File: config.mk
export PLATFORM = sky130hd
export DESIGN_NAME = itch_order_parser_flat
export DESIGN_NICKNAME = d
export VERILOG_FILES = /design/src/rtl/itch_order_parser_pkg.sv /design/src/rtl/itch_order_parser_if.sv /design/src/rtl/itch_order_parser.sv /design/src/flat_wrapper.sv
export SDC_FILE = /design/constraint.sdc
export NUM_CORES = 1
export LEC_CHECK = 0
export CORE_MARGIN = 2
export CORE_UTILIZATION = 35
export CTS_BUF_LIST = sky130_fd_sc_hd__clkbuf_8
export CTS_CLUSTER_DIAMETER = 60
export DETAILED_ROUTE_END_ITERATION = 12
export GPL_TIMING_DRIVEN = 1
export HOLD_SLACK_MARGIN = 0.02
export PLACE_DENSITY = 0.54
export SYNTH_ARGS = -nofsm -noshare
export SYNTH_HDL_FRONTEND = slang
export SYNTH_SLANG_ARGS = --single-unit
File: constraint.sdc
create_clock -name clkIn -period 8.75 [get_ports clkIn]
set_input_delay 0.875 -clock clkIn [delete_from_list [all_inputs] [get_ports clkIn]]
set_output_delay 0.875 -clock clkIn [all_outputs]
set_load 0.02 [all_outputs]
File: src/rtl/itch_order_parser_pkg.sv
// Shared constants and types for the ITCH 5.0 order-event parser.
package itch_order_parser_pkg;

  typedef enum logic [1:0] {LEN_HI, LEN_LO, MSG} parserStateType;

  // Message type bytes and the buy-side marker
  localparam logic [7:0] ITCH_ADD      = 8'h41;  // 'A'
  localparam logic [7:0] ITCH_ADD_MPID = 8'h46;  // 'F'
  localparam logic [7:0] ITCH_DEL      = 8'h44;  // 'D'
  localparam logic [7:0] ITCH_EXEC     = 8'h45;  // 'E'
  localparam logic [7:0] ITCH_SIDE_BUY = 8'h42;  // 'B'

  // Expected message lengths, type byte included
  localparam logic [15:0] ITCH_ADD_LEN      = 16'd36;
  localparam logic [15:0] ITCH_ADD_MPID_LEN = 16'd40;
  localparam logic [15:0] ITCH_DEL_LEN      = 16'd19;
  localparam logic [15:0] ITCH_EXEC_LEN     = 16'd31;

  // Byte offsets within a message (inclusive ranges)
  localparam logic [15:0] OFF_LOC_LO      = 16'd1;
  localparam logic [15:0] OFF_LOC_HI      = 16'd2;
  localparam logic [15:0] OFF_REF_LO      = 16'd11;
  localparam logic [15:0] OFF_REF_HI      = 16'd18;
  localparam logic [15:0] OFF_ADD_SIDE    = 16'd19;
  localparam logic [15:0] OFF_ADD_SHR_LO  = 16'd20;
  localparam logic [15:0] OFF_ADD_SHR_HI  = 16'd23;
  localparam logic [15:0] OFF_ADD_PRC_LO  = 16'd32;
  localparam logic [15:0] OFF_ADD_PRC_HI  = 16'd35;
  localparam logic [15:0] OFF_EXEC_SHR_LO = 16'd19;
  localparam logic [15:0] OFF_EXEC_SHR_HI = 16'd22;

  // True when byte index idx falls in [lo, hi]
  function automatic logic in_span(input logic [15:0] idx, input logic [15:0] lo,
                                   input logic [15:0] hi);
    return (idx >= lo) && (idx <= hi);
  endfunction

endpackage

File: src/rtl/itch_order_parser_if.sv
// Byte-stream input and decoded order-event output bundle of the parser.
interface itch_order_parser_if #(
  parameter int ERR_CNT_WIDTH = 16
);
  logic                     dataValidIn;
  logic                     dataLastIn;
  logic [7:0]               dataIn;
  logic                     addValidOut;
  logic                     delValidOut;
  logic                     execValidOut;
  logic [63:0]              refNumOut;
  logic [15:0]              locateOut;
  logic [31:0]              priceOut;
  logic [31:0]              sharesOut;
  logic                     buySellOut;
  logic [ERR_CNT_WIDTH-1:0] errCountOut;

  // Stream source / event consumer side
  modport master (
    output dataValidIn, dataLastIn, dataIn,
    input  addValidOut, delValidOut, execValidOut, refNumOut, locateOut,
           priceOut, sharesOut, buySellOut, errCountOut
  );

  // Parser side
  modport slave (
    input  dataValidIn, dataLastIn, dataIn,
    output addValidOut, delValidOut, execValidOut, refNumOut, locateOut,
           priceOut, sharesOut, buySellOut, errCountOut
  );
endinterface

File: src/rtl/itch_order_parser.sv
// ITCH 5.0 message-block parser: walks {len, msg} blocks one byte per valid
// cycle and emits registered add/delete/execute pulses with their fields.
module itch_order_parser
  import itch_order_parser_pkg::*;
#(
  parameter int ERR_CNT_WIDTH = 16,
  parameter int SUPPORT_MPID  = 1
) (
  input  logic                 clkIn,
  input  logic                 rstIn,
  itch_order_parser_if.slave   bus
);

  localparam logic MPID_EN = (SUPPORT_MPID != 0);

  parserStateType           state_q, state_d;
  logic [15:0]              idx_q, idx_d, len_q, len_d;
  logic [7:0]               type_q, type_d;
  // shadow field registers filled as bytes stream past
  logic [15:0]              loc_q, loc_d;
  logic [63:0]              ref_q, ref_d;
  logic [31:0]              price_q, price_d, shares_q, shares_d;
  logic                     side_q, side_d;
  // registered outputs
  logic                     add_q, add_d, del_q, del_d, exec_q, exec_d;
  logic [15:0]              loco_q, loco_d;
  logic [63:0]              refo_q, refo_d;
  logic [31:0]              priceo_q, priceo_d, shareso_q, shareso_d;
  logic                     buyo_q, buyo_d;
  logic [ERR_CNT_WIDTH-1:0] err_q, err_d;

  logic [7:0]  cur_type;
  logic        is_add, is_del, is_exec, last_byte, err_inc;
  logic [15:0] exp_len;

  // State, shadow and output registers; reset also suppresses a due pulse
  always_ff @(posedge clkIn) begin
    if (!rstIn) begin
      state_q  <= LEN_HI;   idx_q     <= '0; len_q  <= '0; type_q <= '0;
      loc_q    <= '0;       ref_q     <= '0; price_q <= '0; shares_q <= '0; side_q <= 1'b0;
      add_q    <= 1'b0;     del_q     <= 1'b0; exec_q <= 1'b0;
      loco_q   <= '0;       refo_q    <= '0;
      priceo_q <= '0;       shareso_q <= '0; buyo_q <= 1'b0;
      err_q    <= '0;
    end else begin
      state_q  <= state_d;  idx_q     <= idx_d; len_q <= len_d; type_q <= type_d;
      loc_q    <= loc_d;    ref_q     <= ref_d; price_q <= price_d; shares_q <= shares_d;
      side_q   <= side_d;
      add_q    <= add_d;    del_q     <= del_d; exec_q <= exec_d;
      loco_q   <= loco_d;   refo_q    <= refo_d;
      priceo_q <= priceo_d; shareso_q <= shareso_d; buyo_q <= buyo_d;
      err_q    <= err_d;
    end
  end

  // Next state: length capture, offset-indexed field shifts, end-of-message verdict
  always_comb begin
    state_d   = state_q;  idx_d    = idx_q;    len_d    = len_q;   type_d = type_q;
    loc_d     = loc_q;    ref_d    = ref_q;    price_d  = price_q;
    shares_d  = shares_q; side_d   = side_q;
    add_d     = 1'b0;     del_d    = 1'b0;     exec_d   = 1'b0;
    loco_d    = loco_q;   refo_d   = refo_q;
    priceo_d  = priceo_q; shareso_d = shareso_q; buyo_d = buyo_q;
    err_inc   = 1'b0;

    // On byte 0 the type is still on the bus, not yet latched
    cur_type  = (idx_q == '0) ? bus.dataIn : type_q;
    is_add    = (cur_type == ITCH_ADD) || (MPID_EN && (cur_type == ITCH_ADD_MPID));
    is_del    = (cur_type == ITCH_DEL);
    is_exec   = (cur_type == ITCH_EXEC);
    exp_len   = is_add  ? ((cur_type == ITCH_ADD) ? ITCH_ADD_LEN : ITCH_ADD_MPID_LEN) :
                is_del  ? ITCH_DEL_LEN :
                is_exec ? ITCH_EXEC_LEN : '0;
    last_byte = (idx_q == (len_q - 16'd1));

    if (bus.dataValidIn) begin
      case (state_q)
        LEN_HI: begin
          len_d = {bus.dataIn, len_q[7:0]};
          if (bus.dataLastIn) err_inc = 1'b1;
          else                state_d = LEN_LO;
        end
        LEN_LO: begin
          len_d = {len_q[15:8], bus.dataIn};
          idx_d = '0;
          if (bus.dataLastIn) begin
            err_inc = 1'b1;
            state_d = LEN_HI;
          end else if (len_d == '0) begin
            state_d = LEN_HI;
          end else begin
            state_d = MSG;
          end
        end
        MSG: begin
          if (idx_q == '0) type_d = bus.dataIn;
          if (in_span(idx_q, OFF_LOC_LO, OFF_LOC_HI)) loc_d = {loc_q[7:0], bus.dataIn};
          if (in_span(idx_q, OFF_REF_LO, OFF_REF_HI)) ref_d = {ref_q[55:0], bus.dataIn};
          if (is_add) begin
            if (idx_q == OFF_ADD_SIDE) side_d = (bus.dataIn == ITCH_SIDE_BUY);
            if (in_span(idx_q, OFF_ADD_SHR_LO, OFF_ADD_SHR_HI))
              shares_d = {shares_q[23:0], bus.dataIn};
            if (in_span(idx_q, OFF_ADD_PRC_LO, OFF_ADD_PRC_HI))
              price_d = {price_q[23:0], bus.dataIn};
          end else if (is_exec) begin
            if (in_span(idx_q, OFF_EXEC_SHR_LO, OFF_EXEC_SHR_HI))
              shares_d = {shares_q[23:0], bus.dataIn};
          end

          if (last_byte) begin
            state_d = LEN_HI;
            idx_d   = '0;
            if (is_add || is_del || is_exec) begin
              if (len_q == exp_len) begin
                add_d     = is_add;
                del_d     = is_del;
                exec_d    = is_exec;
                loco_d    = loc_d;
                refo_d    = ref_d;
                priceo_d  = is_add ? price_d : '0;
                shareso_d = (is_add || is_exec) ? shares_d : '0;
                buyo_d    = is_add & side_d;
              end else begin
                err_inc = 1'b1;
              end
            end
          end else if (bus.dataLastIn) begin
            // payload ended mid-message
            err_inc = 1'b1;
            state_d = LEN_HI;
            idx_d   = '0;
          end else begin
            idx_d = idx_q + 16'd1;
          end
        end
        default: state_d = LEN_HI;
      endcase
    end

    err_d = (err_inc && (err_q != '1)) ? err_q + ERR_CNT_WIDTH'(1) : err_q;
  end

  assign bus.addValidOut  = add_q;
  assign bus.delValidOut  = del_q;
  assign bus.execValidOut = exec_q;
  assign bus.refNumOut    = refo_q;
  assign bus.locateOut    = loco_q;
  assign bus.priceOut     = priceo_q;
  assign bus.sharesOut    = shareso_q;
  assign bus.buySellOut   = buyo_q;
  assign bus.errCountOut  = err_q;

endmodule

File: src/flat_wrapper.sv
// flat-port wrapper written by rule: the top's interface ports become plain ports
module itch_order_parser_flat import itch_order_parser_pkg::*;
#(
  parameter int ERR_CNT_WIDTH = 16,
  parameter int SUPPORT_MPID  = 1
)
  (clkIn, rstIn, bus_dataValidIn, bus_dataLastIn, bus_dataIn, bus_addValidOut, bus_delValidOut, bus_execValidOut, bus_refNumOut, bus_locateOut, bus_priceOut, bus_sharesOut, bus_buySellOut, bus_errCountOut);
  itch_order_parser_if #(.ERR_CNT_WIDTH(ERR_CNT_WIDTH)) bus_i ();
  input  logic clkIn;
  input  logic rstIn;
  input wire logic [$bits(bus_i.dataValidIn)-1:0] bus_dataValidIn;
  input wire logic [$bits(bus_i.dataLastIn)-1:0] bus_dataLastIn;
  input wire logic [$bits(bus_i.dataIn)-1:0] bus_dataIn;
  output wire logic [$bits(bus_i.addValidOut)-1:0] bus_addValidOut;
  output wire logic [$bits(bus_i.delValidOut)-1:0] bus_delValidOut;
  output wire logic [$bits(bus_i.execValidOut)-1:0] bus_execValidOut;
  output wire logic [$bits(bus_i.refNumOut)-1:0] bus_refNumOut;
  output wire logic [$bits(bus_i.locateOut)-1:0] bus_locateOut;
  output wire logic [$bits(bus_i.priceOut)-1:0] bus_priceOut;
  output wire logic [$bits(bus_i.sharesOut)-1:0] bus_sharesOut;
  output wire logic [$bits(bus_i.buySellOut)-1:0] bus_buySellOut;
  output wire logic [$bits(bus_i.errCountOut)-1:0] bus_errCountOut;
  assign bus_i.dataValidIn = bus_dataValidIn;
  assign bus_i.dataLastIn = bus_dataLastIn;
  assign bus_i.dataIn = bus_dataIn;
  assign bus_addValidOut = bus_i.addValidOut;
  assign bus_delValidOut = bus_i.delValidOut;
  assign bus_execValidOut = bus_i.execValidOut;
  assign bus_refNumOut = bus_i.refNumOut;
  assign bus_locateOut = bus_i.locateOut;
  assign bus_priceOut = bus_i.priceOut;
  assign bus_sharesOut = bus_i.sharesOut;
  assign bus_buySellOut = bus_i.buySellOut;
  assign bus_errCountOut = bus_i.errCountOut;
  itch_order_parser #(.ERR_CNT_WIDTH(ERR_CNT_WIDTH), .SUPPORT_MPID(SUPPORT_MPID)) u_core (.clkIn(clkIn), .rstIn(rstIn), .bus(bus_i));
endmodule
==> results of run 1 <==
[routing by layer]
metal | share of wire, % | up-vias | track usage [%]
li1 | - | 6726 | -
met1 | 48 | 6391 | 26.15
met2 | 45 | 299 | 28.84
met3 | 5.0 | 74 | 4.199
met4 | 2.3 | 0 | 5.949
met5 | 0 | - | 0
[final cells by class]
cell class | instances | area, sq um
Multi-Input combinational cell | 1389 | 7824
Tap cell | 592 | 740.7
Inverter | 20 | 82.58
Clock buffer | 76 | 1046
Fill cell | 4434 | 25120
Timing Repair Buffer | 195 | 1899
Sequential cell | 351 | 7027
Clock inverter | 30 | 195.2
[tightest hold or removal path: cells and delay by family, from the launching register on]
family / cells / cell delay, ns
DFF: 1 / 0.30
and+or+nand+nor: 1 / 0.05
AOI/OAI and AO/OA: 1 / 0.05
[kinds of logic after synthesis]
kind of cell	after synthesis	share of synthesized area [%]
flops	351	45.34
mux	166	11.38
compound gates	384	13.48
simple gates	793	22.28
xor+xnor	33	1.865
buf+inv	171	4.610
fa+ha+maj	13	1.050
[cells in the final DEF (no fill, tap or decap), drive strengths merged, types with 56 or more instances in the layout]
master,n
a21oi,267
o21ai,72
nand3,93
nor2,56
dfxtp,351
nand2,525
mux2,81
mux2i,85
clkdlybuf4s50,174
clkbuf,76
[worst max-delay path by stage]
stage | slack (ns) | end | from
after floorplan | 5.30 | u_core.bus.sharesOut[21] | bus_dataIn[5]
after global placement | 3.36 | u_core.bus.locateOut[1] | bus_dataIn[4]
after detailed placement | 3.29 | u_core.bus.locateOut[3] | bus_dataIn[4]
after CTS | 3.91 | u_core.bus.locateOut[3] | bus_dataIn[4]
after global routing | 3.56 | u_core.bus.locateOut[13] | bus_dataIn[4]
final | 3.92 | u_core.bus.locateOut[3] | bus_dataIn[4]
[report_power, final]
part           total [mW]  switching (mW)  internal (mW)
combinational       0.113          0.0815         0.0311
clock                1.53           0.689          0.845
sequential           1.61         0.00765           1.60
total                3.26           0.778           2.48
[state kept, by name, summed over array words and instances (netlist names)]
| name | cells |
|---|---|
| u_core.bus.refNumOut | 64 |
| u_core.ref_q | 64 |
| u_core.bus.priceOut | 32 |
| u_core.bus.sharesOut | 32 |
| u_core.price_q | 32 |
| u_core.shares_q | 32 |
| u_core.bus.errCountOut | 16 |
| u_core.bus.locateOut | 16 |
| u_core.idx_q | 16 |
| u_core.len_q | 16 |
| u_core.loc_q | 16 |
| u_core.type_q | 8 |
| u_core.state_q | 2 |
| u_core.bus.addValidOut | 1 |
| u_core.bus.buySellOut | 1 |
| u_core.bus.delValidOut | 1 |
| u_core.bus.execValidOut | 1 |
| u_core.side_q | 1 |
==> results by stage, run 1 <==
Flow run:
- The max-capacitance violation count is 0.

Clocking:
- The number of CTS-inserted buffers is 66.
- The clock net in this run drives a total of 351 sinks.
- The H-tree depth is 3.
- The clock reaches the later pin of the worst-skew pair after ~0.6 ns.
- The tree is rooted in a sky130_fd_sc_hd__clkbuf_8.
- The longest clock path from root to sink contains 3 buffers.
- The number of buffers inserted by hold repair at cts is 0.
- The total of cells resized after clock tree synthesis is 0.
- The post-CTS setup buffer count is 0.
- Clock-pin slew was measured on the worst setup and hold paths at approximately 0.06 ns.
- TritonCTS built the clock tree.

Global route:
- The global-route congestion overflow total is 0.
- The number of global-route vias before repair was about 13000.
- For this run, the total global-route usage over all layers was measured as between 10% and 20%.
- The number of antenna violations at the first check in global routing was 0.
- Entering global routing, the biggest net connects between 150 and 200 pins.
- The first global-routing pass estimated between 70 and 80 mm of wire.

Pwr:
- The sum of internal, switching and leakage power is 3.258 mW.
- The worst voltage drop across the vdd grid is about 0.13 mV.
- The leakage dissipation is 6.448 nW.
- The ratio of total power to cell area is around 170 mW/mm^2.

Worst setup path:
- The largest individual stage delay along the critical path comes from the cell sky130_fd_sc_hd__buf_4.
- The reg-to-reg critical path startpoint is u_core.idx_q[1].
- The cell type group with the largest total delay on the critical path is buffers and inverters.
- The path length in cells of the critical path is 10.
- In this design, the stage delay of the slowest critical-path cell is around 0.8 ns.
- Of all nets on the critical path, the largest fanout is 81.
- The path depth of the worst reg2reg path is 11.
- The type of the setup path with the least slack is input pin to flip-flop.
- Traced cell by cell, the critical path runs through clkdlybuf4s50_1, nor4_1, o211ai_1, a32oi_1, mux2i_1, a41oi_1, or4_4, buf_4, nand2_1, a21oi_1.
- The endpoint identified for the worst register-to-register timing path is u_core.bus.locateOut[3].
- At the worst endpoint, the required time is ~9.3 ns.
- The critical path startpoint category is an input pin.
- STA puts the critical path data arrival time at 5.36 ns.
- The endpoint kind of the worst setup timing path is a flip-flop.
- The number of buffers and inverters on the critical path is 2.
- In this run the register-to-register setup slack is 4.04 ns.

Cells and area:
- The count of antenna diodes in the layout is 0.
- The net total in the final layout is 2048.
- The share of post-route cells with drive strength above 1 is 10.04%.
- Compared with the post-synthesis result, the final layout area differs by 21.40%.
- The summed area of non-filler cells in the final layout is about 0.019 sq mm.
- The finished layout holds between 2000 and 3000 standard cells, fillers aside.
- Once layout is complete, the utilization of the core stands at around 43%.

Yosys:
- The most area-hungry cell type in the Yosys netlist is sky130_fd_sc_hd__dfxtp_1.
- The synthesized instance count is 1911.
- The number of storage elements in the synthesis netlist is between 300 and 400.
- In the post-synthesis netlist, the biggest area contributors are sky130_fd_sc_hd__dfxtp_1 45%, sky130_fd_sc_hd__nand2_1 13%, sky130_fd_sc_hd__a21oi_1 8.6%.
- In this run the biggest area consumer among cell types represents 45.34% of the synthesized area.
- The net count of the mapped netlist is between 1500 and 2000.
- The synthesis warning total is 0.
- Counting flops with a built-in enable in the synthesized netlist gives 0.
- The mapped netlist covers between 0.015 and 0.02 sq mm.
- Counting instances in the post-synthesis netlist gives the leading cell types as 525 x sky130_fd_sc_hd__nand2_1, 351 x sky130_fd_sc_hd__dfxtp_1, 267 x sky130_fd_sc_hd__a21oi_1, 111 x sky130_fd_sc_hd__clkbuf_1, 93 x sky130_fd_sc_hd__nand3_1.
- After synthesis, the netlist uses between 60 and 70 different library cells.
- After synthesis, the share of flip-flops with an asynchronous set or reset is 0%.
- The leading cell type by number of instances after synthesis is sky130_fd_sc_hd__nand2_1.
- The most used flip-flop cell after synthesis is sky130_fd_sc_hd__dfxtp_1.
- The mean area per synthesized cell is 8.110 sq um.
- The register area share after synthesis is 45.34%.

Placement:
- The worst-case setup slack after placement is between 3 and 4 ns.
- The placed wire-length estimate is 27.84 mm.
- The number of placed instances, taps included, is approximately 2500.
- In this run the cell area measured after placement is between 0.015 and 0.02 sq mm.
- The number of port buffers is approximately 180.
- Routability-driven placement finished with a final weighted congestion of 0.8366.

Drt:
- The first routing iteration left 866 violations.
- The residual antenna-violating net count after detailed routing is 0.
- The DRC violation count after routing is 0.
- In the final routed layout, each cell accounts on average for 16.68 um.
- The pre-antenna-repair detailed-routing pass consisted of 5 iterations.
- After detailed routing, the total wire length is between 40 and 50 mm.
- After detailed routing, the number of vias per cell comes to around 5.1.
- The overall via count from detail_route is ~13000.

Timing:
- Setup slack closes at just under 4 ns.
- The number of hold-slack violations in the final timing report is 0.
- Setup violations remaining at the end of the flow were counted as 0.
- The total negative setup slack is 0 ns.
- The highest attainable clock frequency is roughly 0.21 GHz.
- The slew at the pin with the worst max-slew slack is 1.199 ns.
- Headroom to the max-slew limit came out at 19.84%.
- Setup repair after global routing left no endpoint under its margin.
- The routed design could run at a clock period as short as approximately 4.8 ns.
- The clock skew is between 0.03 and 0.04 ns.
- The part of the cycle the worst path needs is between 50% and 60%.
- The number of pins exceeding their max-slew limit in the final report is 0.
- Across all hold checks on the routed design, the worst slack comes to between 0.4 and 0.5 ns.

Status:
- The run finished with clean final reports.

Floorplan:
- For this configuration, the core starts out at a cell density of about a third.
- The number of top-level pins is between 150 and 200.
- The floorplan die width is around 210 um.
- The placeable core region is about 0.044 sq mm.
- The floorplan die height is 214.4 um.
- After floorplanning, the core was divided into 77 placement rows.
- The area enclosed by the die boundary is ~0.046 sq mm.

Hold path:
- The number of cells on the worst hold path is 2.
- The startpoint identified for the worst hold timing path is u_core.type_q[7].
- The class of the worst hold path is flip-flop to flip-flop.
- The terminating pin of the worst hold path is u_core.type_q[7].
No activity file was read; power rests on OpenSTA's default activity.
==> run 2: changes to the inputs <==
==> constraint.sdc (replaced) <==
create_clock -name clkIn -period 4.7 [get_ports clkIn]
set_input_delay 0.47 -clock clkIn [delete_from_list [all_inputs] [get_ports clkIn]]
set_output_delay 0.47 -clock clkIn [all_outputs]
set_load 0.02 [all_outputs]
==> results by stage, run 2 (synthesis results as in run 1) <==
Clocking:
- The tree is rooted in a sky130_fd_sc_hd__clkbuf_8.
- The number of CTS-inserted buffers was 61 (-7.6%).
- The number of buffers on the longest clock path is 3 (unchanged).
- The clock input transition at the sequential cells of the worst setup and hold paths is 0.06 ns (about the same).
- The later-pin clock latency in the skew report is 0.64 ns (+0.03 ns).
- The number of sinks on the clock net came to 351 (unchanged).
- TritonCTS built the clock tree.
- The H-tree depth was 2 (-1).
- The number of buffers inserted by hold repair at cts is 0 (unchanged).
- The post-CTS setup buffer count is 0 (unchanged).
- The total of cells resized after clock tree synthesis came to 0 (unchanged).

Timing:
- The number of endpoints failing setup at the final stage is 0 (unchanged).
- The number of hold-slack violations in the final timing report is 0 (unchanged).
- The normalized max-slew margin was 36.08% (+16 points).
- The part of the cycle the worst path needs is between 80% and 90%.
- For this run, the top clock speed supported by timing is around 0.24 GHz.
- The clock skew is 0.01765 ns (-0.01348 ns).
- The final worst setup slack is 0.6150 ns (-3.308 ns).
- The number of pins exceeding their max-slew limit in the final report was 0 (unchanged).
- The smallest hold slack is 0.2381 ns (-0.2073 ns).
- The post-layout minimum cycle time is between 4 and 5 ns.
- The total negative setup slack is 0 ns (unchanged).
- The slew at the pin with the worst max-slew slack came to 0.9523 ns (-0.2468 ns).
- Setup repair after global routing left no endpoint under its margin.

Worst setup path:
- STA classifies the critical path startpoint as a flip-flop.
- The worst setup path is captured at a flip-flop.
- The number of buffer and inverter stages on the critical path is 1 (-1).
- The worst-path maximum fanout is 15 (-81%).
- The type of the setup path with the least slack is flip-flop to flip-flop.
- On the critical path the largest part of the delay comes from compound AO/OA/AOI/OAI gates.
- Traced cell by cell, the critical path runs through inv_1, ha_1, or3b_2, o41ai_1, o31ai_1, nor4_1, o2111ai_1, o31ai_4, a21boi_0, mux2i_1.
- The largest incremental delay on the critical path is 0.66 ns (-0.15 ns).
- The slowest stage cell on the critical path is sky130_fd_sc_hd__o31ai_4.
- The worst path required time was 5.21 ns (-4.07 ns).
- The data arrival time of the worst path is 4.59 ns (-0.77 ns).

Global route:
- The global-route met1 utilization is 25.86% (-0.28 points).
- The busiest metal layer after global routing is met2.
- The maximum number of pins on one net before global-route repair is 140 (-15%).
- The fraction of met3 tracks used by global routing is 3.262% (-0.94 points).
- The met2 usage in global routing was 29.58% (+0.74 points).
- The number of antenna violations at the first check in global routing is 0 (unchanged).
- The first-pass GRT wire length is 70.94 mm (+0.67%).
- The total global routing track utilization is 18.76% (about the same).
- The number of global-route vias before repair is 12870 (+1.5%).
- The global-route congestion overflow total is 0 (unchanged).

Status:
- The flow ran to the end, and the final reports show no timing, DRC or antenna violations.

Placement:
- The placed wire-length estimate is 27.61 mm (-0.81%).
- The number of port buffers is 175 (unchanged).
- The final weighted congestion of routability-driven global placement is 0.8553 (+2.2%).
- The worst-case setup slack after placement is 0.7067 ns (-2.587 ns).

Flow run:
- The max-capacitance violation count is 0 (unchanged).

Floorplan:
- The floorplan die width is 214.4 um (unchanged).
- The number of rows created at floorplan is 77 (unchanged).
- The floorplan die height is 214.4 um (unchanged).
- The starting utilization of the core area is 35.28% (unchanged).
- The number of top-level pins was 176 (unchanged).
- The placeable core region is 0.04393 sq mm (unchanged).
- The area enclosed by the die boundary is 0.04598 sq mm (unchanged).

Drt:
- The routed wire length is 44.19 mm (-0.12%).
- The DRC violation count after routing was 0 (unchanged).
- The number of DRC violations after detailed-routing iteration 0 is 1047 (+21%).
- The residual antenna-violating net count after detailed routing is 0 (unchanged).
- The per-cell via count in the routed design was 5.076 (-0.17%).
- The overall via count from detail_route is 13510 (+0.13%).
- The per-cell routed wire length is 16.61 um (-0.42%).
- The number of iterations in the first detailed-routing pass is 6 (+1).

Cells and area:
- The count of fill cells added during filler insertion is 4464 (+0.68%).
- The library cell used most frequently in the layout, excluding fill and tap cells, is sky130_fd_sc_hd__nand2_1.
- The area taken by flip-flops and latches was 0.007027 sq mm (unchanged).
- In the layout the commonest cells are 525 x sky130_fd_sc_hd__nand2_1, 351 x sky130_fd_sc_hd__dfxtp_1, 267 x sky130_fd_sc_hd__a21oi_1.
- The fraction of the core area covered by cells at the end of the flow came to 43.12% (+0.29 points).
- The net total in the final layout is 2049 (+0.049%).
- The count of antenna diodes in the layout is 0 (unchanged).
- The share of post-route cells with drive strength above 1 came to 10.63% (+0.59 points).
- The total area of multi-input combinational cells was 0.007824 sq mm (unchanged).
- Compared with the post-synthesis result, the final layout area differs by 22.23%.

Pwr:
- The worst voltage drop across the vdd grid is 0.1831 mV (+40%).
- The leakage dissipation is 6.503 nW (+0.84%).
- The ratio of total power to cell area is 323.1 mW/mm^2 (+87%).

Hold path:
- The class of the worst hold path is input pin to flip-flop.
## run 2: cell count changes in the layout (fill, tap and decap cells not counted)
cell and change:
sky130_fd_sc_hd__clkbuf_8 +5, sky130_fd_sc_hd__inv_1 -5, sky130_fd_sc_hd__clkinv_2 +4, sky130_fd_sc_hd__buf_12 +3
sky130_fd_sc_hd__buf_4 +3, sky130_fd_sc_hd__clkinv_8 -1, sky130_fd_sc_hd__inv_6 -1
## run 2: path summary, 6_finish.rpt
path | endpoint | slack (ns) | from | cells past startpoint
worst max-delay path | u_core.bus.errCountOut[0] | 0.61 | u_core.len_q[0] | 10
worst min-delay path | u_core.bus.errCountOut[9] | 0.24 | rstIn | 3
worst max register to register | u_core.bus.errCountOut[0] | 0.61 | u_core.len_q[0] | 10
worst min register to register | u_core.bus.refNumOut[50] | 0.45 | u_core.bus.refNumOut[50] | 2
## run 2: area by class of cell
class / instances / area share, %
multi-input combinational: 1389 / 41.30
timing repair buffer: 201 / 10.46
inverter: 20 / 0.4360
clock buffer: 81 / 5.885
tap: 592 / 3.910
sequential: 351 / 37.10
clock inverter: 27 / 0.9049
## run 2: where the power goes
| group | internal, mW | switching (mW) |
|---|---|---|
| clock network | 1.64 | 1.27 |
| registers | 2.98 | 0.0142 |
| logic | 0.0605 | 0.152 |
## run 2: routing by layer
layer	vias up	wire (um)
met5	-	0
met4	0	1139
met3	80	2186
met2	304	19980
met1	6386	20890
li1	6737	-
## run 2: per-stage QoR
stage,power (mW),instances,cell area (sq um)
floorplan,3.203,1911,15500
global placement,3.272,2553,17660
detailed placement,3.275,2553,17660
CTS,6.222,2661,18940
global route,6.367,2661,18940
finish,6.120,2661,18940
## run 2: worst register-to-register path, stage by stage, from the launching register on
cell and delay (ns):
sky130_fd_sc_hd__dfxtp_1 0.41, sky130_fd_sc_hd__inv_1 0.10, sky130_fd_sc_hd__ha_1 0.38, sky130_fd_sc_hd__or3b_2 0.52, sky130_fd_sc_hd__o41ai_1 0.31, sky130_fd_sc_hd__o31ai_1 0.16
sky130_fd_sc_hd__nor4_1 0.53, sky130_fd_sc_hd__o2111ai_1 0.40, sky130_fd_sc_hd__o31ai_4 0.66, sky130_fd_sc_hd__a21boi_0 0.31, sky130_fd_sc_hd__mux2i_1 0.18
==> run 3: changes to the inputs <==
--- a/config.mk
+++ b/config.mk
@@ -6,13 +6,13 @@
 export NUM_CORES = 1
 export LEC_CHECK = 0
 export CORE_MARGIN = 2
-export CORE_UTILIZATION = 35
+export CORE_UTILIZATION = 55
 export CTS_BUF_LIST = sky130_fd_sc_hd__clkbuf_8
 export CTS_CLUSTER_DIAMETER = 60
 export DETAILED_ROUTE_END_ITERATION = 12
 export GPL_TIMING_DRIVEN = 1
 export HOLD_SLACK_MARGIN = 0.02
-export PLACE_DENSITY = 0.54
+export PLACE_DENSITY_LB_ADDON = 0.15
 export SYNTH_ARGS = -nofsm -noshare
 export SYNTH_HDL_FRONTEND = slang
 export SYNTH_SLANG_ARGS = --single-unit
==> results by stage, run 3 (synthesis results as in run 1) <==
Timing:
- The part of the cycle the worst path needs is 85.49% (-1.4 points).
- The highest attainable clock frequency is 0.2489 GHz (+1.7%).
- The post-layout minimum cycle time came to 4.018 ns (-0.06684 ns).
- The number of pins exceeding their max-slew limit in the final report is 0 (unchanged).
- The number of endpoints failing setup at the final stage is 0 (unchanged).
- The number of hold-slack violations in the final timing report is 0 (unchanged).
- The total negative setup slack is 0 ns (unchanged).
- Setup repair after global routing left no endpoint under its margin.
- The clock skew is 0.01856 ns (+0.0009064 ns).
- The slew at the pin with the worst max-slew slack is 1.141 ns (+0.1888 ns).
- The final worst setup slack is 0.6818 ns (+0.06684 ns).
- The normalized max-slew margin was 23.74% (-12 points).

Worst setup path:
- The largest incremental delay on the critical path is 0.66 ns (about the same).
- The worst path required time is 5.16 ns (-0.05 ns).
- STA classifies the critical path endpoint as a flip-flop.
- The reg2reg setup slack is 0.68 ns (+0.07 ns).
- The critical path startpoint category is a flip-flop.
- In this run the critical register-to-register path is launched from u_core.len_q[0].
- The slowest stage of the critical path is the sky130_fd_sc_hd__o31ai_4 cell.
- The data arrival time of the worst path came to 4.47 ns (-0.12 ns).
- The capturing point of the worst reg2reg path is u_core.bus.errCountOut[0].
- The path depth of the worst reg2reg path was 10 (unchanged).
- Traced cell by cell, the critical path runs through inv_1, ha_1, or3b_2, o41ai_1, o31ai_1, nor4_1, o2111ai_1, o31ai_4, a21boi_0, mux2i_1.
- The type of the setup path with the least slack is flip-flop to flip-flop.
- The worst-path maximum fanout was 15 (unchanged).

Floorplan:
- The number of rows created at floorplan is 61 (-21%).
- The starting utilization of the core area is 55.78% (+21 points).
- The area enclosed by the die boundary is 0.02954 sq mm (-36%).
- The number of top-level pins is 176 (unchanged).
- The floorplan die height is 171.9 um (-20%).
- The placeable core region is 0.02778 sq mm (-37%).
- The floorplan die width is 171.9 um (-20%).

Pwr:
- The ratio of total power to cell area is 319.6 mW/mm^2 (-1.1%).
- The worst voltage drop across the vdd grid was 0.2802 mV (+53%).
- The leakage dissipation came to 6.494 nW (-0.13%).

Drt:
- The per-cell routed wire length is 16.81 um (+1.2%).
- The number of iterations in the first detailed-routing pass was 5 (-1).
- The number of DRC violations after detailed-routing iteration 0 is 1171 (+12%).
- The overall via count from detail_route is 13780 (+2.0%).
- The residual antenna-violating net count after detailed routing is 0 (unchanged).
- The per-cell via count in the routed design is 5.633 (+11%).
- The DRC violation count after routing is 0 (unchanged).
- The routed wire length is 41.11 mm (-7.0%).

Clocking:
- The number of CTS-inserted buffers is 58 (-4.9%).
- The post-CTS setup buffer count is 0 (unchanged).
- The number of sinks on the clock net is 351 (unchanged).
- The number of buffers inserted by hold repair at cts was 0 (unchanged).
- The later-pin clock latency in the skew report is 0.59 ns (-0.05 ns).
- The clock input transition at the sequential cells of the worst setup and hold paths was 0.06 ns (about the same).
- The TritonCTS clock tree is built.
- The total of cells resized after clock tree synthesis came to 0 (unchanged).
- The buffer type at the clock tree root is sky130_fd_sc_hd__clkbuf_8.
- The number of buffers on the longest clock path is 3 (unchanged).
- The H-tree depth was 2 (unchanged).

Cells and area:
- Leaving out fill and tap cells, the most frequent cells in the layout are 525 x sky130_fd_sc_hd__nand2_1, 351 x sky130_fd_sc_hd__dfxtp_1, 267 x sky130_fd_sc_hd__a21oi_1.
- The count of antenna diodes in the layout is 0 (unchanged).
- The net total in the final layout was 2048 (-0.049%).
- Compared with the post-synthesis result, the final layout area differs by 20.27%.
- The library cell used most frequently in the layout, excluding fill and tap cells, is sky130_fd_sc_hd__nand2_1.
- The share of post-route cells with drive strength above 1 is 10.40% (-0.24 points).

Hold path:
- The class of the worst hold path is input pin to flip-flop.
- The number of cells on the worst hold path is 3 (unchanged).
- The terminating pin of the worst hold path is u_core.bus.errCountOut[11].
- The launch point of the worst hold path is rstIn.

Global route:
- The global-route congestion overflow total is 0 (unchanged).
- The maximum number of pins on one net before global-route repair is 81 (-42%).
- The total global routing track utilization is 27.47% (+8.7 points).
- The number of global-route vias before repair is 13000 (+1.1%).
- The number of antenna violations at the first check in global routing is 0 (unchanged).
- The first-pass GRT wire length came to 66.45 mm (-6.3%).

Placement:
- The final weighted congestion of routability-driven global placement came to 0.9112 (+6.5%).
- The number of port buffers was 175 (unchanged).
- The worst-case setup slack after placement is 0.7005 ns (-0.006262 ns).
- The placed wire-length estimate is 26.18 mm (-5.2%).

Status:
- The flow ran to the end, and the final reports show no timing, DRC or antenna violations.

Flow run:
- The max-capacitance violation count came to 0 (unchanged).
## run 3: power breakdown
part / total, mW / switching [mW] / internal (mW) / leakage [nW]
logic: 0.211 / 0.151 / 0.0604 / 2.96
registers: 3.00 / 0.0143 / 2.98 / 2.83
clock network: 2.75 / 1.20 / 1.55 / 0.710
total: 5.96 / 1.36 / 4.60 / 6.49
## run 3: area by class of cell
class	instances	area, sq um
timing repair buffer	203	2009
tap	378	473.0
multi-input combinational	1389	7824
clock buffer	76	1046
clock inverter	29	180.2
fill	2362	9143
inverter	20	80.08
sequential	351	7027
## run 3: critical path: cells and delay by family, from the launching register on
family	cells	cell delay, ns
adders and majority gates	1	0.37
DFF	1	0.39
AOI/OAI and AO/OA	5	1.89
muxes	1	0.19
buffers and inverters	1	0.09
and+or+nand+nor	2	0.96
## run 3: metrics by stage
step | power [mW] | utilization, % | cell area (sq um) | hold WS (ns) | std cells
2_1_floorplan | 3.203 | - | 15500 | 0.4269 | 1911
3_3_place_gp | 3.265 | 62.68 | 17410 | 0.4352 | 2341
5_1_grt | 6.161 | 67.09 | 18640 | 0.3236 | 2446
6_report | 5.957 | 67.09 | 18640 | 0.3121 | 2446
4_1_cts | 6.002 | 67.09 | 18640 | 0.2895 | 2446
3_5_place_dp | 3.269 | 62.68 | 17410 | 0.4430 | 2341
## run 3: how the worst max path moves through the flow
stage / from / end / slack (ns) / cells after the start
3_5_place_dp: bus_dataIn[5] / u_core.bus.priceOut[1] / 0.70 / 10
3_3_place_gp: bus_dataIn[5] / u_core.bus.priceOut[1] / 0.72 / 10
4_1_cts: u_core.len_q[0] / u_core.bus.errCountOut[0] / 0.74 / 10
2_1_floorplan: u_core.len_q[0] / u_core.bus.sharesOut[21] / 1.40 / 15
6_report: u_core.len_q[0] / u_core.bus.errCountOut[0] / 0.68 / 10
5_1_grt: u_core.len_q[0] / u_core.bus.errCountOut[1] / 0.47 / 10
## run 3: per-layer routing
layer  up-vias  global-route usage (%)  part of all wire (%)
li1       6710                       -                     -
met1      6580                   36.99                    45
met2       415                   45.38                    47
met3        73                   4.555                   5.5
met4         0                   8.367                   2.6
met5         -                       0                     0
==> RTL change 1 (settings of run 2) <==
`ERR_CNT_WIDTH` is set to 16 in 3 places; all go to 32.
--- a/src/rtl/itch_order_parser_if.sv
+++ b/src/rtl/itch_order_parser_if.sv
@@ -2,3 +2,3 @@
 interface itch_order_parser_if #(
-  parameter int ERR_CNT_WIDTH = 16
+  parameter int ERR_CNT_WIDTH = 32
 );
--- a/src/rtl/itch_order_parser.sv
+++ b/src/rtl/itch_order_parser.sv
@@ -5,3 +5,3 @@
 #(
-  parameter int ERR_CNT_WIDTH = 16,
+  parameter int ERR_CNT_WIDTH = 32,
   parameter int SUPPORT_MPID  = 1
--- a/src/flat_wrapper.sv
+++ b/src/flat_wrapper.sv
@@ -3,3 +3,3 @@
 #(
-  parameter int ERR_CNT_WIDTH = 16,
+  parameter int ERR_CNT_WIDTH = 32,
   parameter int SUPPORT_MPID  = 1
Ports: changed (resized bus_errCountOut); port bits go from 176 to 192. The function was not compared with the original's and may differ.
==> RTL change 1 against run 2 <==
  * Power is 4.3% higher
  * Largest power group unchanged
  * Utilization is 0.77 points higher
  * Synthesized area is 4.7% higher
  * Sequential cell count is 16 higher
  * Routed wire length is 4.7% higher
  * Worst setup slack worse by 0.22 ns
  * Global-route usage is 0.29 points higher
  * Final area is 5.6% higher
==> RTL change 1: results (changes against run 2) <==
outcome completed; leading post-synthesis cells by instance count nand2_1, dfxtp_1, a21oi_1, mux2i_1, clkbuf_1; TritonRoute pass-1 iters 5 (-1); Clk pin slew, worst setup/hold paths 0.06 ns (about the same); number of warning messages in the yosys log 0 (unchanged); leakage power 7.14 nW (+9.8%); wire length of the first global-routing pass 73300 µm (+3.3%); worst supply voltage drop on vdd 161 µV (-12%); pin count of the biggest net entering global routing 104 (-26%); input/output buffers 191 (+9.1%); final weighted congestion of routability-driven global placement 0.830 (-3.0%); slew of the pin with the lowest slew margin 1.05 ns (+0.0985 ns); number of unique standard cell types used by synthesis 65 (+1.6%); critical-path maximum fanout 67 (+52); via count of the first global-routing pass 13500 (+4.7%); most numerous cell in the Yosys netlist nand2_1; largest stage delay on the critical path 0.64 ns (-0.02 ns); placed cell area 18700 µm² (+5.8%); CTS HTree Levels 3 (+1); cts-stage hold buffer count 0 (unchanged); sum of net half-perimeters after detailed placement 29800 µm (+8.1%); routed vias 13900 (+2.6%); fraction of final layout cells with drive strength greater than 1 10.8% (+0.15 points); number of antenna violations at the first check in global routing 0 (unchanged); share of async-settable or async-resettable flops after synthesis 0% (unchanged); net count reported at finish 2084 (+1.7%); top cells by area, synth dfxtp_1, nand2_1, mux2i_1, a21oi_1, mux2_2; Inserted Diodes 0 (unchanged); number of clock buffers inserted by TritonCTS 68 (+11%); Critical Path Slowest Stage Cell or3_4; number of enable flip-flop cells after synthesis 0 (unchanged); quantity of gates resized following cts 0 (unchanged); net count of the mapped netlist 1935 (-0.052%); worst clock skew 0.0353 ns (+0.0177 ns); register area share after synthesis 45.3% (-0.068 points); number of buffers added for setup after CTS 0 (unchanged); worst-case clock buffer depth 3 (unchanged); kind of path behind the tightest hold check flip-flop to flip-flop; global router's overall resource usage 19.1% (+0.29 points); drt total wl 46300 µm (+4.7%); cell chosen for the clock root clkbuf_8; starting DRC count in detailed routing 784 (-25%); clock network latency to the later pin of the worst-skew pair 0.62 ns (-0.02 ns)
==> RTL change 1: logic make-up (layout without fill, tap and decap cells) <==
logic type / count (synthesis) / after routing / synth area share [%]
simple gates: 756 / 756 / 21.2
xor+xnor: 38 / 38 / 2.05
fa+ha+maj: 13 / 13 / 1.00
flops: 367 / 367 / 45.3
mux: 217 / 217 / 14.0
buf+inv: 161 / 357 / 3.85
compound gates: 358 / 358 / 12.6
==> RTL change 1: cell type report <==
type	count	area [µm²]
fillers	4524	25600
multi-input cells	1382	8310
clock buffers	85	1170
repair buffers	225	2200
inverters	15	63.8
well taps	600	751
flip-flops and latches	367	7350
clock inverters	32	160
==> RTL change 1: worst paths after layout <==
| path | start | endpoint | slack [ns] | cells past startpoint |
|---|---|---|---|---|
| setup reg to reg | u_core.idx_q[1] | u_core.bus.refNumOut[56] | 0.39 | 12 |
| hold reg to reg | u_core.bus.refNumOut[12] | u_core.bus.refNumOut[12] | 0.45 | 2 |
| hold / removal | u_core.bus.refNumOut[12] | u_core.bus.refNumOut[12] | 0.45 | 2 |
| setup / recovery | u_core.idx_q[1] | u_core.bus.refNumOut[56] | 0.39 | 12 |
==> RTL change 1: worst max-delay path: cells and delay by family (launching register included) <==
kind	cells	cell delay, ns
compound gates	1	0.06
fa+ha+maj	1	0.16
buf+inv	2	0.57
flops	1	0.38
mux	2	0.62
simple gates	6	2.29
==> RTL change 1: routing by layer <==
layer	up-vias	routed length, µm	share of wire (%)	track usage [%]
met5	-	0	0	0
met4	0	1260	2.7	7.39
met3	77	1980	4.3	3.47
met2	268	22000	48	31.4
met1	6624	21000	45	24.6
li1	6884	-	-	-
==> RTL change 1: where the power goes <==
| part | total [W] | switching, W | internal [W] |
|---|---|---|---|
| registers | 0.00313 | 0.0000117 | 0.00312 |
| logic | 0.000254 | 0.000173 | 0.0000811 |
| clock network | 0.00300 | 0.00132 | 0.00167 |
==> RTL change 1: metrics by stage <==
step / worst slack, ns / hold WS [ns] / total power (W) / instances
final: 0.391 / 0.448 / 0.00638 / 2706
after global routing: 0.125 / 0.466 / 0.00668 / 2706
after CTS: 0.393 / 0.450 / 0.00649 / 2706
after detailed placement: 0.443 / 0.443 / 0.00345 / 2589
after global placement: 0.527 / 0.439 / 0.00345 / 2589
after floorplan: 1.02 / 0.427 / 0.00337 / 1910
==> RTL change 2 (flow settings as in run 2) <==
Made on the original files. Reset style: asynchronous (`rstIn`), changed in one clocked block.
--- a/src/rtl/itch_order_parser.sv
+++ b/src/rtl/itch_order_parser.sv
@@ -36,3 +36,3 @@
   // State, shadow and output registers; reset also suppresses a due pulse
-  always_ff @(posedge clkIn) begin
+  always_ff @(posedge clkIn or negedge rstIn) begin
     if (!rstIn) begin
Function: differs if rstIn is asserted again (counterexample within 4 cycles, from zero or initial values and one cycle with rstIn low); with rstIn held inactive, the same outputs for 4 cycles.
==> RTL change 2 against run 2 <==
  * Worst setup slack got worse by 0.17 ns
  * Synthesized area increased by 4.6%
  * Sequential cell count unchanged
  * Via count decreased by 19%
  * Count of clock-buffer cells in the layout decreased by 1
  * Die area increased by 4.5%
  * Sequential share of layout area increased by 7.2 points
  * Largest cell class is now sequential cells
  * Clock skew increased by 0.029 ns
  * Final area increased by 4.6%
  * Worst hold slack improved by 0.19 ns
  * Routed wire length decreased by 11%
  * Maximum frequency decreased by 4.0%
Power is not compared: it rests on default switching activity, and its combinational part moved more than twofold at a synthesized area within 25%.
==> RTL change 2: results (changes against run 2) <==
routed wl met3 2560 µm (+17%); clock network fraction of total power 38.8%; clock network latency to the later pin of the worst-skew pair 0.67 ns (+0.03 ns); net switching fraction of the power 29.2%; Routed met1 length 17500 µm (-16%); leakage power 8.55 nW; top cells by area, synth dfrtp_1, mux2_2, mux2i_1, nand2_1, o21ai_1; cell area after layout 19800 µm² (+4.6%); leading post-synthesis cells by instance count dfrtp_1, nand2_1, mux2_2, mux2i_1, o21ai_1; met3 Resource Use GR 4.89% (+1.6 points); starting DRC count in detailed routing 731 (-30%); synthesized area per cell 11.4 µm² (+40%); global router's overall resource usage 16.8% (-1.9 points); net count of the mapped netlist 1449 (-25%); Max-slew headroom 29.2% (-6.9 points); quantity of gates resized following cts 0 (unchanged); fraction of final layout cells with drive strength greater than 1 18.3% (+7.6 points); wire length of the first global-routing pass 63900 µm (-9.9%); overall power 0.00757 W; net count reported at finish 1615 (-21%); met2 usage 27.0% (-2.6 points); drt total wl 39500 µm (-11%); DR vias/cell 4.90 (-3.4%); register area share after synthesis 54.2% (+8.8 points); Adder-Cell Fraction of Synth Area 1.00% (-0.046 points); pin count of the biggest net entering global routing 170 (+21%); critical-path maximum fanout 169 (+154); number of placed instances, taps included 2126 (-17%); worst clock skew 0.0471 ns (+0.0295 ns); XOR/XNOR share of the synthesized area 2.43% (+0.57 points); sum of net half-perimeters after detailed placement 25700 µm (-7.1%); placed cell area 18500 µm² (+4.7%); number of buffers added for setup after CTS 0 (unchanged); CTS HTree Levels 2 (unchanged); share of async-settable or async-resettable flops after synthesis 100% (+100 points); routed vias 11000 (-19%); wire length on met2 18600 µm (-6.7%); number of unique standard cell types used by synthesis 60 (-6.3%); kind of path behind the tightest hold check input pin to async pin; worst supply voltage drop on vdd 202 µV; input/output buffers 175 (unchanged); outcome completed; cts-stage hold buffer count 1 (+1); number of clock buffers inserted by TritonCTS 61 (unchanged); worst slack at placement 0.589 ns (-0.118 ns); met1 usage in global routing 21.9% (-3.9 points); # fillers 4376 (-2.0%); final weighted congestion of routability-driven global placement 0.835 (-2.3%); TritonRoute pass-1 iters 5 (-1); mux share of post-synthesis cell area 20.2% (+8.8 points); compound-cell area share of the yosys netlist 7.65% (-5.8 points)
[RTL change 2: cell types whose count changed in the layout (fill, tap and decap cells not counted), sizes merged, moves of 66 or more]
cell / change
dfxtp: -351
nand3: -72
dfrtp: +351
o21ai: +106
mux2: +76
nand2: -324
mux2i: +66
a21oi: -255
[RTL change 2: area by class of cell]
type                       instances  area share [%]
clock buffer                      80            5.56
clock inverter                    34            1.09
inverter                          16           0.303
multi-input combinational        958            34.8
sequential                       351            44.3
tap                              600            3.79
timing repair buffer             202            10.2
[RTL change 2: kinds of logic (layout without fill, tap and decap cells)]
group                    count (synthesis)  count (layout)
AO/OA/AOI/OAI                          221             221
XOR/XNOR                                45              45
adder cells (fa/ha/maj)                 13              13
buffers and inverters                  115             332
flip-flops                             351             351
multiplexers                           308             308
AND/OR/NAND/NOR                        371             371
[RTL change 2: worst max-delay path: stages, from the launching register on]
cell and delay [ns]:
dfrtp_1 0.45, inv_1 0.09, ha_1 0.25, or4b_1 0.64, nor3_1 0.32, mux2_2 0.36
o21ai_0 0.20, a21bo_2 0.27, or4_4 0.56, nand2b_4 0.21, buf_12 0.28, nand2_1 0.19
o21ai_1 0.08
[RTL change 2: worst paths after layout]
kind	to	from	slack, ns	cells past startpoint
worst max-delay path	u_core.bus.refNumOut[11]	u_core.len_q[0]	0.45	12
worst min-delay path	u_core.idx_q[15]	rstIn	0.43	2
worst max register to register	u_core.bus.refNumOut[11]	u_core.len_q[0]	0.45	12
worst min register to register	u_core.bus.refNumOut[61]	u_core.bus.refNumOut[61]	0.48	2
max in group asynchronous	u_core.bus.locateOut[0]	rstIn	3.11	3
min in group clkIn	u_core.bus.refNumOut[61]	u_core.bus.refNumOut[61]	0.48	2
